--- src/rtl/jhash_pkg.sv ---
// Shared definitions for the jhash stream feeder: FSM states, group size
// and the stream_left encodings.
package jhash_pkg;

    localparam int unsigned GROUP_WORDS = 3;

    // Collect count value meaning "all three lanes filled".
    localparam logic [1:0] COUNT_FULL = 2'd3;

    // stream_left value presented on a non-final group.
    localparam logic [1:0] LEFT_NONFINAL = 2'b11;

    // stream_left value while no group is presented.
    localparam logic [1:0] LEFT_IDLE = 2'b00;

    typedef enum logic [1:0] {
        S_IDLE,
        S_FILL,
        S_DRAIN,
        S_DONE
    } feed_state_t;

endpackage

--- src/rtl/jhash_group_buf.sv ---
// Three-word collect register for the jhash feeder. Holds the words of the
// group being assembled, how many are valid, and whether the message ended.
module jhash_group_buf
    import jhash_pkg::*;
(
    input  logic        clk,
    input  logic        rst,
    input  logic        clr,
    input  logic        take,
    input  logic        wr_en,
    input  logic [31:0] wr_data,
    input  logic        set_last,
    output logic [31:0] word0,
    output logic [31:0] word1,
    output logic [31:0] word2,
    output logic [1:0]  count,
    output logic        last,
    output logic        complete
);

    logic [31:0] words [GROUP_WORDS];
    logic [1:0]  wr_idx;

    // A beat arriving in the same cycle the group is taken lands in lane 0.
    always_comb begin
        wr_idx = take ? 2'd0 : count;
    end

    // Collect storage: take empties the buffer, a write appends one word.
    always_ff @(posedge clk or posedge rst) begin
        if (rst) begin
            words <= '{default: '0};
            count <= '0;
            last  <= 1'b0;
        end else if (clr) begin
            words <= '{default: '0};
            count <= '0;
            last  <= 1'b0;
        end else begin
            if (wr_en) begin
                words[wr_idx] <= wr_data;
            end
            if (take) begin
                count <= wr_en ? 2'd1 : 2'd0;
            end else if (wr_en) begin
                count <= count + 2'd1;
            end
            last <= (take ? 1'b0 : last) | set_last;
        end
    end

    assign word0    = words[0];
    assign word1    = words[1];
    assign word2    = words[2];
    assign complete = (count == COUNT_FULL) || last;

endmodule

--- src/rtl/jhash_feed.sv ---
// Upstream feeder for the jhash core: packs the word stream into 3-word
// groups, double-buffered behind an output slot with a valid/ack handshake,
// and flags end-of-message with stream_done / stream_left.
module jhash_feed
    import jhash_pkg::*;
#(
    parameter logic [31:0] PAD_VALUE = 32'h0
) (
    input  logic        clk,
    input  logic        rst,
    input  logic        clr,
    input  logic [31:0] in_data,
    input  logic        in_valid,
    input  logic        in_last,
    input  logic        in_empty,
    output logic        in_ready,
    output logic [31:0] stream_data0,
    output logic [31:0] stream_data1,
    output logic [31:0] stream_data2,
    output logic        stream_valid,
    input  logic        stream_ack,
    output logic        stream_done,
    output logic [1:0]  stream_left
);

    feed_state_t state;
    feed_state_t state_next;

    logic        accept;
    logic        beat_empty;
    logic        ack_eff;
    logic        transfer;

    logic [31:0] buf_word0;
    logic [31:0] buf_word1;
    logic [31:0] buf_word2;
    logic [1:0]  buf_count;
    logic        buf_last;
    logic        buf_complete;

    logic        slot_full;
    logic        slot_final;
    logic [1:0]  slot_count;
    logic [31:0] slot_data0;
    logic [31:0] slot_data1;
    logic [31:0] slot_data2;

    // Handshake qualifiers; in_empty only counts on a last beat.
    always_comb begin
        beat_empty = in_empty & in_last;
        accept     = in_valid & in_ready;
        ack_eff    = stream_ack & slot_full;
        transfer   = buf_complete & (~slot_full | ack_eff);
    end

    jhash_group_buf u_group_buf (
        .clk      (clk),
        .rst      (rst),
        .clr      (clr),
        .take     (transfer),
        .wr_en    (accept & ~beat_empty),
        .wr_data  (in_data),
        .set_last (accept & in_last),
        .word0    (buf_word0),
        .word1    (buf_word1),
        .word2    (buf_word2),
        .count    (buf_count),
        .last     (buf_last),
        .complete (buf_complete)
    );

    // Output slot: loads a padded group on transfer, empties on a bare ack.
    always_ff @(posedge clk or posedge rst) begin
        if (rst) begin
            slot_full  <= 1'b0;
            slot_final <= 1'b0;
            slot_count <= '0;
            slot_data0 <= PAD_VALUE;
            slot_data1 <= PAD_VALUE;
            slot_data2 <= PAD_VALUE;
        end else if (clr) begin
            slot_full  <= 1'b0;
            slot_final <= 1'b0;
            slot_count <= '0;
            slot_data0 <= PAD_VALUE;
            slot_data1 <= PAD_VALUE;
            slot_data2 <= PAD_VALUE;
        end else if (transfer) begin
            slot_full  <= 1'b1;
            slot_final <= buf_last;
            slot_count <= buf_count;
            slot_data0 <= (buf_count >= 2'd1) ? buf_word0 : PAD_VALUE;
            slot_data1 <= (buf_count >= 2'd2) ? buf_word1 : PAD_VALUE;
            slot_data2 <= (buf_count == COUNT_FULL) ? buf_word2 : PAD_VALUE;
        end else if (ack_eff) begin
            slot_full <= 1'b0;
        end
    end

    // FSM state register.
    always_ff @(posedge clk or posedge rst) begin
        if (rst) begin
            state <= S_IDLE;
        end else begin
            state <= state_next;
        end
    end

    // FSM next state; clr wins over every other event.
    always_comb begin
        state_next = state;
        if (clr) begin
            state_next = S_IDLE;
        end else begin
            case (state)
                S_IDLE: begin
                    if (accept && in_last) begin
                        state_next = S_DRAIN;
                    end else if (accept) begin
                        state_next = S_FILL;
                    end
                end
                S_FILL: begin
                    if (accept && in_last) begin
                        state_next = S_DRAIN;
                    end else if (!accept && buf_count == 2'd0 && !slot_full) begin
                        state_next = S_IDLE;
                    end
                end
                S_DRAIN: begin
                    if (ack_eff && slot_final) begin
                        state_next = S_DONE;
                    end
                end
                S_DONE: begin
                    state_next = S_DONE;
                end
                default: begin
                    state_next = S_IDLE;
                end
            endcase
        end
    end

    // FSM outputs and stream presentation.
    always_comb begin
        in_ready     = !buf_complete && (state != S_DRAIN) && (state != S_DONE);
        stream_valid = slot_full;
        stream_done  = (state == S_DONE);
        if (!slot_full) begin
            stream_left = LEFT_IDLE;
        end else if (slot_final) begin
            stream_left = slot_count;
        end else begin
            stream_left = LEFT_NONFINAL;
        end
        stream_data0 = slot_data0;
        stream_data1 = slot_data1;
        stream_data2 = slot_data2;
    end

endmodule
--- config.mk ---
export PLATFORM = sky130hd
export DESIGN_NAME = jhash_feed
export DESIGN_NICKNAME = d
export VERILOG_FILES = /design/src/rtl/jhash_pkg.sv /design/src/rtl/jhash_group_buf.sv /design/src/rtl/jhash_feed.sv
export SDC_FILE = /design/constraint.sdc
export NUM_CORES = 1
export LEC_CHECK = 0
export CORE_MARGIN = 2
export CORE_UTILIZATION = 30
export CTS_CLUSTER_DIAMETER = 80
export DETAILED_ROUTE_END_ITERATION = 12
export GPL_TIMING_DRIVEN = 1
export HOLD_SLACK_MARGIN = 0.02
export PLACE_DENSITY = 0.55
export REMOVE_ABC_BUFFERS = 1
export SETUP_SLACK_MARGIN = 0.02
export SLEW_MARGIN = 0
export SYNTH_ARGS = -nofsm -noshare
export SYNTH_HDL_FRONTEND = slang
export SYNTH_SLANG_ARGS = --single-unit
--- constraint.sdc ---
create_clock -name clk -period 16.8 [get_ports clk]
set_input_delay 2.52 -clock clk [delete_from_list [all_inputs] [get_ports clk]]
set_output_delay 2.52 -clock clk [all_outputs]
set_load 0.02 [all_outputs]
==> metrics.md, run 1 <==
| Metric | Value |
|---|---|
| Gr ovfl total | `0` |
| Total Negative Setup Slacks | `0 ns` |
| Area of the die | `30,100 um2` |
| Buffers plus inverters on the worst setup path | `1` |
| Antenna-violating nets left | `0` |
| Maximum clock path buffer count | `3` |
| Number of input and output port buffers inserted | `139` |
| Total Routing Usage GR | `~15%` |
| Fmax | `185 MHz` |
| Reported max-cap violation count | `0` |
| Area taken by multi-input logic gates | `3260 um2` |
| Clock latency on the worst-skew pair | `0.50 ns` |
| Number of distinct standard cells referenced by the synthesized netlist | `34` |
| Power per cell area | `99.9 nW/um2` |
| Leakage power summed over all cells | `roughly 5 nW` |
| Cells taking the most area after synthesis | `dfrtp_1 58%, mux2i_1 11%, nand2b_1 9.5%` |
| Final antenna diode count | `0` |
| Crit path capture type | `output pin` |
| Wire length after detailed routing | `22.3 mm` |
| DRC errors left | `0` |
| TritonCTS Sinks | `approximately 200` |
| Average routed wire per standard cell | `18.6 um` |
| Clock tree skew after final layout | `~0.006 ns` |
| Layout cells sized above 1 | `6.67%` |
| Floorplan row count | `61` |
| Most frequent cells in the layout | `201 x dfrtp_1, 138 x clkdlybuf4s50_1, 129 x nand2b_1` |
| Mean number of vias per cell | `4.76` |
| CTS Root Cell | `clkbuf_16` |
| Seq cells post-synth | `201` |
| Sequential cell area fraction in the yosys report | `58.5%` |
| # setup viols final | `0` |
| Largest net degree at the start of global routing | `about 130` |
| Via count of the first global-routing pass | `between 5,000 and 6,000` |
| Post-synthesis area per instance | `12.2 um2` |
| Register-to-register path setup slack | `13.58 ns` |
| Antenna violations before repair | `0` |
| Measured slew at the worst slew-check pin | `1.16 ns` |
| Die Ht | `roughly 170 um` |
| Minimum period implied by the final worst setup slack | `5.40 ns` |
| Netlist Area Pre-Place | `8600 um2` |
| Classification of the worst setup path | `register to output pin` |
| Top FF cell, synth | `dfrtp_1` |
| Max stage delay cell, worst path | `or2_2` |
| Count of hold buffers inserted by post-cts repair | `0` |
| Most common cell after layout, fill and taps aside | `dfrtp_1` |
| Area fraction of the dominant cell type after synthesis | `just under 60%` |
| Cell type with the largest total area after synthesis | `dfrtp_1` |
| Floorplan die width | `173 um` |
| Post-synth ARST share | `100%` |
| Critical path required time | `14.28 ns` |
| Post-route cell area | `11,000 um2` |
| NumNets Final | `852` |
| Seq. cell area | `5030 um2` |
| TritonCTS clock tree | `built` |
| Total of fill cells in the finished design | `2,718` |
| CP top delay family | `simple AND/OR/NAND/NOR gates` |
| Synthesis-to-layout area growth | `27.8%` |
| Number of optimization iterations in the first detailed-route pass | `4` |
| Initial core utilization | `a little under a third` |
| Arrival time at the worst endpoint | `approximately 2.9 ns` |
| Warnings from Yosys | `0` |
| Placeable core area | `28,000 um2` |
| Number of enable-type register cells in the synthesized netlist | `0` |
| Unrepaired setup endpoints after global routing | `no` |
| Cells after Synth | `703` |
| Number of buffers inserted to repair setup after CTS | `0` |
| Clock transition at path regs | `0.06 ns` |
| Crit path cell chain | `ha_1 > or2_2 > nor2_1 > clkdlybuf4s50_1` |
| Cells resized by post-CTS repair | `0` |
| Largest stage delay on the critical path | `0.67 ns` |
| Run status | `complete, no violations` |
| Maximum level of the CTS H-tree | `1` |
| Peak supply drop | `between 0.00005 and 0.00006 V` |
| Hold crit path type | `register to register` |
| Maximum net fanout on the critical path | `36` |
| Global-route wire length before repair | `35.7 mm` |
| Share of the cycle needed by the critical path after routing | `32.2%` |
| Post-detail-place hpwl | `12.9 mm` |
| Count of final hold-check violations | `0` |
| Total cell area at the placement stage | `between 10,000 and 15,000 um2` |
| I/O pin count | `140` |
| Last weighted congestion value of the routability-driven placer | `0.697` |
| Worst slew margin relative to its limit | `22.7%` |
| Startpoint type of the worst setup path | `register` |
| DR vias | `5,717` |
| DRC violation total after the first TritonRoute iteration | `339` |
| Number of buffers created by CTS | `23` |
| Slew Viols, Final | `0` |
==> routing by layer <==
metal	track usage [%]	part of all wire [%]
met3	2.79	5.0
met2	22.4	44
met5	0	0
met4	2.47	1.5
met1	22.4	49
==> final timing paths <==
path                                                  startpoint                      endpoint  depth (start not counted)
worst max-delay path            u_group_buf.count[0]$_DFFE_PP0P_                      in_ready                          4
worst min-delay path            u_group_buf.word2[5]$_DFFE_PP0P_   stream_data2[5]$_DFFE_PP0P_                          1
worst max register to register  u_group_buf.count[0]$_DFFE_PP0P_   stream_data2[0]$_DFFE_PP0P_                          5
worst min register to register  u_group_buf.word2[5]$_DFFE_PP0P_   stream_data2[5]$_DFFE_PP0P_                          1
max in group asynchronous                                    rst   stream_data2[8]$_DFFE_PP0P_                          3
min in group asynchronous                                    rst  stream_data0[14]$_DFFE_PP0P_                          2
==> cells in the mapped netlist, types with 2 or more instances <==
| library cell | instances |
|---|---|
| o21ai_0 | 35 |
| nand2b_1 | 130 |
| ha_1 | 4 |
| nor2_1 | 6 |
| a21boi_0 | 2 |
| buf_4 | 4 |
| buf_6 | 9 |
| nand4_1 | 32 |
| or2_2 | 2 |
| and4_1 | 2 |
| nand3_1 | 3 |
| inv_1 | 5 |
| buf_1 | 6 |
| nand2_1 | 3 |
| a22o_1 | 64 |
| mux2i_1 | 96 |
| and3_1 | 3 |
| buf_2 | 14 |
| dfrtp_1 | 201 |
| a21oi_1 | 39 |
| clkbuf_1 | 30 |
==> kinds of logic (layout without fill, tap and decap cells) <==
| kind of cell | count (synthesis) | in the layout | share of synthesized area, % |
|---|---|---|---|
| AND/OR/NAND/NOR | 188 | 188 | 14.1 |
| multiplexers | 96 | 96 | 11.2 |
| flip-flops | 201 | 201 | 58.5 |
| AO/OA/AOI/OAI | 146 | 146 | 11.5 |
| buffers and inverters | 68 | 189 | 4.13 |
| adder cells (fa/ha/maj) | 4 | 4 | 0.582 |
==> report_power, final <==
group,internal [mW],leakage (nW),switching (mW)
Clock,0.324,0.384,0.196
Combinational,0.0290,1.80,0.0496
Sequential,0.494,2.79,0.00655
Total,0.847,4.98,0.252
==> area by class of cell <==
type	count	area share (%)
Clock buffer	35	6.19
Clock inverter	5	0.944
Inverter	5	0.239
Multi-Input combinational cell	434	29.6
Sequential cell	201	45.7
Tap cell	378	4.30
Timing Repair Buffer	144	13.0
==> metrics by stage <==
step                      power (mW)  cells  setup WS, ns  utilization, %  hold slack, ns
after detailed placement       0.590   1162         11.24            36.5           0.475
after CTS                       1.11   1202         11.37            39.3           0.485
final                           1.10   1202         11.40            39.3           0.487
after floorplan                0.553    640          8.80               -           0.467
after global routing            1.14   1202         11.27            39.3           0.501
after global placement         0.589   1162         11.28            36.5           0.472
==> worst reg2reg max path, cell delays in order (launching register included) <==
cell and delay, ns:
dfrtp_1 0.47, ha_1 0.33, or2_2 0.67, a21oi_4 0.85
buf_4 0.59, a22o_1 0.25
==> registers in the layout, indices dropped and copies added (netlist names) <==
signal,flops
u_group_buf.last,1
state,2
u_group_buf.word1,32
u_group_buf.word2,32
stream_data2,32
stream_data1,32
u_group_buf.count,2
stream_valid,1
stream_data0,32
slot_count,2
slot_final,1
u_group_buf.word0,32
Note: power is estimated with default switching activity, not from simulation.
==> inputs of run 2 (changes only) <==
- PLACE_DENSITY: 0.55 -> 0.57
- clock period: 16.8 -> 4.5 ns (I/O delays scaled with it)
==> metrics.md, run 2 (synthesis gave the netlist of run 1 again) <==
| Metric | Value |
|---|---|
| Run status | `complete, no violations` |
| Initial core utilization | `30.7%` |
| Maximum net fanout on the critical path | `7` |
| NumNets Final | `862` |
| Count of final hold-check violations | `0` |
| Fmax | `317 MHz` |
| Unrepaired setup endpoints after global routing | `no` |
| Antenna violations before repair | `0` |
| Antenna-violating nets left | `0` |
| Cells resized by post-CTS repair | `0` |
| Gr ovfl total | `0` |
| Number of optimization iterations in the first detailed-route pass | `4` |
| Number of input and output port buffers inserted | `139` |
| Last weighted congestion value of the routability-driven placer | `a little under 0.7` |
| Startpoint type of the worst setup path | `register` |
| I/O pin count | `140` |
| Mean number of vias per cell | `4.79` |
| Setup ws final | `1.35 ns` |
| DR vias | `~5,800` |
| Number of buffers inserted to repair setup after CTS | `0` |
| Floorplan row count | `61` |
| DRC violation total after the first TritonRoute iteration | `just over 400` |
| Number of buffers created by CTS | `24` |
| Maximum clock path buffer count | `3` |
| Total of fill cells in the finished design | `roughly 2,700` |
| Count of hold buffers inserted by post-cts repair | `0` |
| Worst slew margin relative to its limit | `38.4%` |
| Register-to-register path setup slack | `around 1.7 ns` |
| Hold crit path type | `register to register` |
| Most frequent cells in the layout | `201 x dfrtp_1, 138 x clkdlybuf4s50_1, 129 x nand2b_1` |
| Wire length after detailed routing | `~22 mm` |
| Slew Viols, Final | `0` |
| Synthesis-to-layout area growth | `28.3%` |
| Arrival time at the worst endpoint | `2.48 ns` |
| Clock latency on the worst-skew pair | `0.51 ns` |
| # setup viols final | `0` |
| Classification of the worst setup path | `register to output pin` |
| Via count of the first global-routing pass | `between 5,000 and 6,000` |
| Reported max-cap violation count | `0` |
| Post-detail-place hpwl | `13.5 mm` |
| Clock tree skew after final layout | `between 0.01 and 0.015 ns` |
| Critical path required time | `3.83 ns` |
| Die Ht | `roughly 170 um` |
| Worst hold margin | `roughly 0.49 ns` |
| Area of the die | `30,100 um2` |
| Total Routing Usage GR | `14.7%` |
| Power per cell area | `approximately 370 nW/um2` |
| Floorplan die width | `approximately 170 um` |
| Crit path capture type | `output pin` |
| Most common cell after layout, fill and taps aside | `dfrtp_1` |
| Reg-to-reg startpoint | `u_group_buf.count[1]$_DFFE_PP0P_` |
| Global-route wire length before repair | `about 36 mm` |
| Layout cells sized above 1 | `about 7.6%` |
| Minimum period implied by the final worst setup slack | `3.15 ns` |
| Overall power of the completed layout | `4.03 mW` |
| Placeable core area | `28,000 um2` |
| Worst flop-to-flop path endpoint | `u_group_buf.word1[22]$_DFFE_PP0P_` |
| Peak supply drop | `0.000194 V` |
| Clock transition at path regs | `0.06 ns` |
| Worst R2R Path Depth | `4` |
| Largest net degree at the start of global routing | `111` |
| Setup crit start | `u_group_buf.count[1]$_DFFE_PP0P_` |
| Worst setup path endpoint | `in_ready` |
| Leakage power summed over all cells | `about 5 nW` |
| CTS Root Cell | `clkbuf_16` |
| Measured slew at the worst slew-check pin | `~0.92 ns` |
| TritonCTS Sinks | `around 200` |
| DRC errors left | `0` |
| TritonCTS clock tree | `built` |
| Worst slack after detailed placement | `between 1 and 1.5 ns` |
| Average routed wire per standard cell | `18.6 um` |
| Final antenna diode count | `0` |
| Share of the cycle needed by the critical path after routing | `70.1%` |
| Maximum level of the CTS H-tree | `1` |
[run 2: per-layer routing]
layer | part of all wire, % | track usage [%] | wire, um | up-vias
met2 | 44 | 22.2 | 9880 | 141
met4 | 1.9 | 3.07 | 426 | 0
met3 | 5.2 | 2.72 | 1170 | 32
li1 | - | - | - | 2719
met5 | 0 | 0 | 0 | -
met1 | 49 | 22.0 | 11000 | 2899
[run 2: worst min-delay path by stage]
stage	slack, ns	cells after the start	to	startpoint
floorplan	0.47	1	stream_data0[0]$_DFFE_PP0P_	u_group_buf.word0[0]$_DFFE_PP0P_
global route	0.50	1	stream_data2[17]$_DFFE_PP0P_	u_group_buf.word2[17]$_DFFE_PP0P_
detailed placement	0.48	1	stream_data0[20]$_DFFE_PP0P_	u_group_buf.word0[20]$_DFFE_PP0P_
finish	0.49	1	stream_data2[17]$_DFFE_PP0P_	u_group_buf.word2[17]$_DFFE_PP0P_
global placement	0.47	1	stream_data2[23]$_DFFE_PP0P_	u_group_buf.word2[23]$_DFFE_PP0P_
CTS	0.48	1	stream_data2[17]$_DFFE_PP0P_	u_group_buf.word2[17]$_DFFE_PP0P_
[run 2: power breakdown]
group | internal, mW | switching (mW)
Combinational | 0.111 | 0.185
Clock | 1.13 | 0.742
Sequential | 1.84 | 0.0245
[run 2: metrics by stage]
| step | utilization (%) | TNS [ns] | instance area, um2 | instances |
|---|---|---|---|---|
| after detailed placement | 36.7 | 0 | 10300 | 1171 |
| final | 39.4 | 0 | 11000 | 1209 |
| after CTS | 39.4 | 0 | 11000 | 1209 |
| after floorplan | - | -333.13 | 8270 | 640 |
| after global routing | 39.4 | 0 | 11000 | 1209 |
| after global placement | 36.7 | 0 | 10300 | 1171 |
[run 2: layout make-up]
cell class,count,area (um2),share of cell area [%]
clock buffers,34,699,6.33
clock inverters,4,48.8,0.442
inverters,5,26.3,0.238
multi-input cells,434,3260,29.5
flip-flops and latches,201,5030,45.6
well taps,378,473,4.28
repair buffers,153,1510,13.6
[run 2: worst max-delay path, cell delays in order, from the launching register on]
cell	delay, ns
dfrtp_1	0.48
ha_1	0.34
or2_2	0.34
nor2_1	0.17
clkdlybuf4s50_1	0.65
==> inputs of run 3 (changes only) <==
- PLACE_DENSITY: 0.57 -> 0.55
- clock period: 4.5 -> 3.25 ns (I/O delays scaled with it)
==> metrics.md, run 3 (synthesis gave the netlist of run 1 again) <==
| Metric | Value |
|---|---|
| Unrepaired setup endpoints after global routing | `no` |
| DR vias | `5,832` |
| CTS Root Cell | `clkbuf_16` |
| Run status | `complete, no violations` |
| NumNets Final | `between 800 and 900` |
| Die Ht | `173 um` |
| Cells resized by post-CTS repair | `0` |
| Setup ws final | `0.336 ns` |
| Initial core utilization | `30.7%` |
| Post-detail-place hpwl | `13.6 mm` |
| Antenna violations before repair | `0` |
| Total Routing Usage GR | `15.0%` |
| Critical path required time | `2.76 ns` |
| # setup viols final | `0` |
| Crit path capture type | `output pin` |
| Number of buffers created by CTS | `23` |
| Most frequent cells in the layout | `201 x dfrtp_1, 138 x clkdlybuf4s50_1, 129 x nand2b_1` |
| I/O pin count | `140` |
| Floorplan die width | `173 um` |
| Measured slew at the worst slew-check pin | `between 1 and 1.5 ns` |
| Most common cell after layout, fill and taps aside | `dfrtp_1` |
| Clock transition at path regs | `~0.060 ns` |
| Average routed wire per standard cell | `18.4 um` |
| Minimum period implied by the final worst setup slack | `2.91 ns` |
| Clock tree skew after final layout | `approximately 0.0097 ns` |
| Worst slack after detailed placement | `a little over 0.6 ns` |
| Placeable core area | `28,000 um2` |
| Global-route wire length before repair | `36.3 mm` |
| TritonCTS clock tree | `built` |
| Arrival time at the worst endpoint | `between 2 and 2.5 ns` |
| DRC errors left | `0` |
| Mean number of vias per cell | `4.80` |
| Reported max-cap violation count | `0` |
| TritonCTS Sinks | `201` |
| Hold Startpoint | `clr` |
| Slew Viols, Final | `0` |
| Wire length after detailed routing | `22.4 mm` |
| DRC violation total after the first TritonRoute iteration | `322` |
| Startpoint type of the worst setup path | `register` |
| Maximum net fanout on the critical path | `8` |
| Count of final hold-check violations | `0` |
| Hold crit path type | `input port to register` |
| Floorplan row count | `61` |
| Share of the cycle needed by the critical path after routing | `89.7%` |
| Maximum level of the CTS H-tree | `1` |
| Overall power of the completed layout | `5.57 mW` |
| Number of optimization iterations in the first detailed-route pass | `4` |
| Area of the die | `30,100 um2` |
| Fmax | `343 MHz` |
| Register-to-register path setup slack | `0.73 ns` |
| Maximum clock path buffer count | `3` |
| Count of hold buffers inserted by post-cts repair | `0` |
| Hold Path Cell Cnt | `2` |
| Last weighted congestion value of the routability-driven placer | `0.707` |
| Worst R2R Path Depth | `5` |
| Reg-to-reg startpoint | `u_group_buf.count[0]$_DFFE_PP0P_` |
| Via count of the first global-routing pass | `6,258` |
| Worst slew margin relative to its limit | `32.0%` |
| Final antenna diode count | `0` |
| Largest net degree at the start of global routing | `142` |
| Post-Route Utilization | `39.6%` |
| Leakage power summed over all cells | `5.04 nW` |
| Layout cells sized above 1 | `8.00%` |
| Number of input and output port buffers inserted | `roughly 140` |
| Number of buffers inserted to repair setup after CTS | `0` |
| Power per cell area | `approximately 500 nW/um2` |
| Synthesis-to-layout area growth | `29.1%` |
| Clock latency on the worst-skew pair | `0.50 ns` |
| Gr ovfl total | `0` |
| Worst flop-to-flop path endpoint | `u_group_buf.word2[27]$_DFFE_PP0P_` |
| End point of the most critical hold path | `stream_valid$_DFFE_PP0P_` |
| Classification of the worst setup path | `register to output pin` |
| Peak supply drop | `around 0.00024 V` |
| Antenna-violating nets left | `0` |
[run 3: cell types whose count changed in the layout (fill, tap and decap cells not counted)]
cell	change
inv_6	-1
buf_4	+1
clkbuf_1	+3
bufinv_16	+1
clkinv_4	+1
buf_12	+3
clkbuf_16	-2
clkinv_2	+1
[run 3: layout make-up]
| type | count | area, um2 |
|---|---|---|
| fillers | 2701 | 16900 |
| flip-flops and latches | 201 | 5030 |
| multi-input cells | 434 | 3260 |
| repair buffers | 157 | 1570 |
| clock buffers | 35 | 661 |
| well taps | 378 | 473 |
| clock inverters | 6 | 83.8 |
| inverters | 5 | 26.3 |
[run 3: layer usage]
metal	GRT usage, %	up-vias	wire length [um]
met5	0	-	0
met2	23.4	146	9950
met3	3.03	32	1110
met4	3.64	0	464
met1	21.5	2928	10900
li1	-	2726	-
[run 3: power by group]
group | internal, mW | switching (mW)
Combinational | 0.161 | 0.261
Clock | 1.56 | 1.00
Sequential | 2.55 | 0.0336
[run 3: critical path: stages (launching register included)]
cell             delay [ns]
dfrtp_1                0.46
ha_1                   0.34
or2_2                  0.34
nor2_1                 0.16
clkdlybuf4s50_1        0.63
[run 3: worst max-delay path by stage]
stage,startpoint,to,slack (ns),depth (start not counted)
4_1_cts,u_group_buf.count[0]$_DFFE_PP0P_,in_ready,0.30,4
6_report,u_group_buf.count[0]$_DFFE_PP0P_,in_ready,0.34,4
5_1_grt,u_group_buf.count[0]$_DFFE_PP0P_,in_ready,0.24,4
3_5_place_dp,in_valid,u_group_buf.word2[27]$_DFFE_PP0P_,0.61,5
3_3_place_gp,in_valid,u_group_buf.word2[7]$_DFFE_PP0P_,0.66,5
2_1_floorplan,rst,slot_count[0]$_DFFE_PP0P_,-2.72,1
[run 3: per-stage QoR]
step | cell area [um2] | hold WS, ns | TNS, ns | instances
final | 11100 | 0.441 | 0 | 1216
after global routing | 11100 | 0.447 | 0 | 1216
after CTS | 11100 | 0.420 | 0 | 1216
after detailed placement | 10400 | 0.477 | 0 | 1175
after global placement | 10400 | 0.472 | 0 | 1175
after floorplan | 8270 | 0.467 | -546.69 | 640
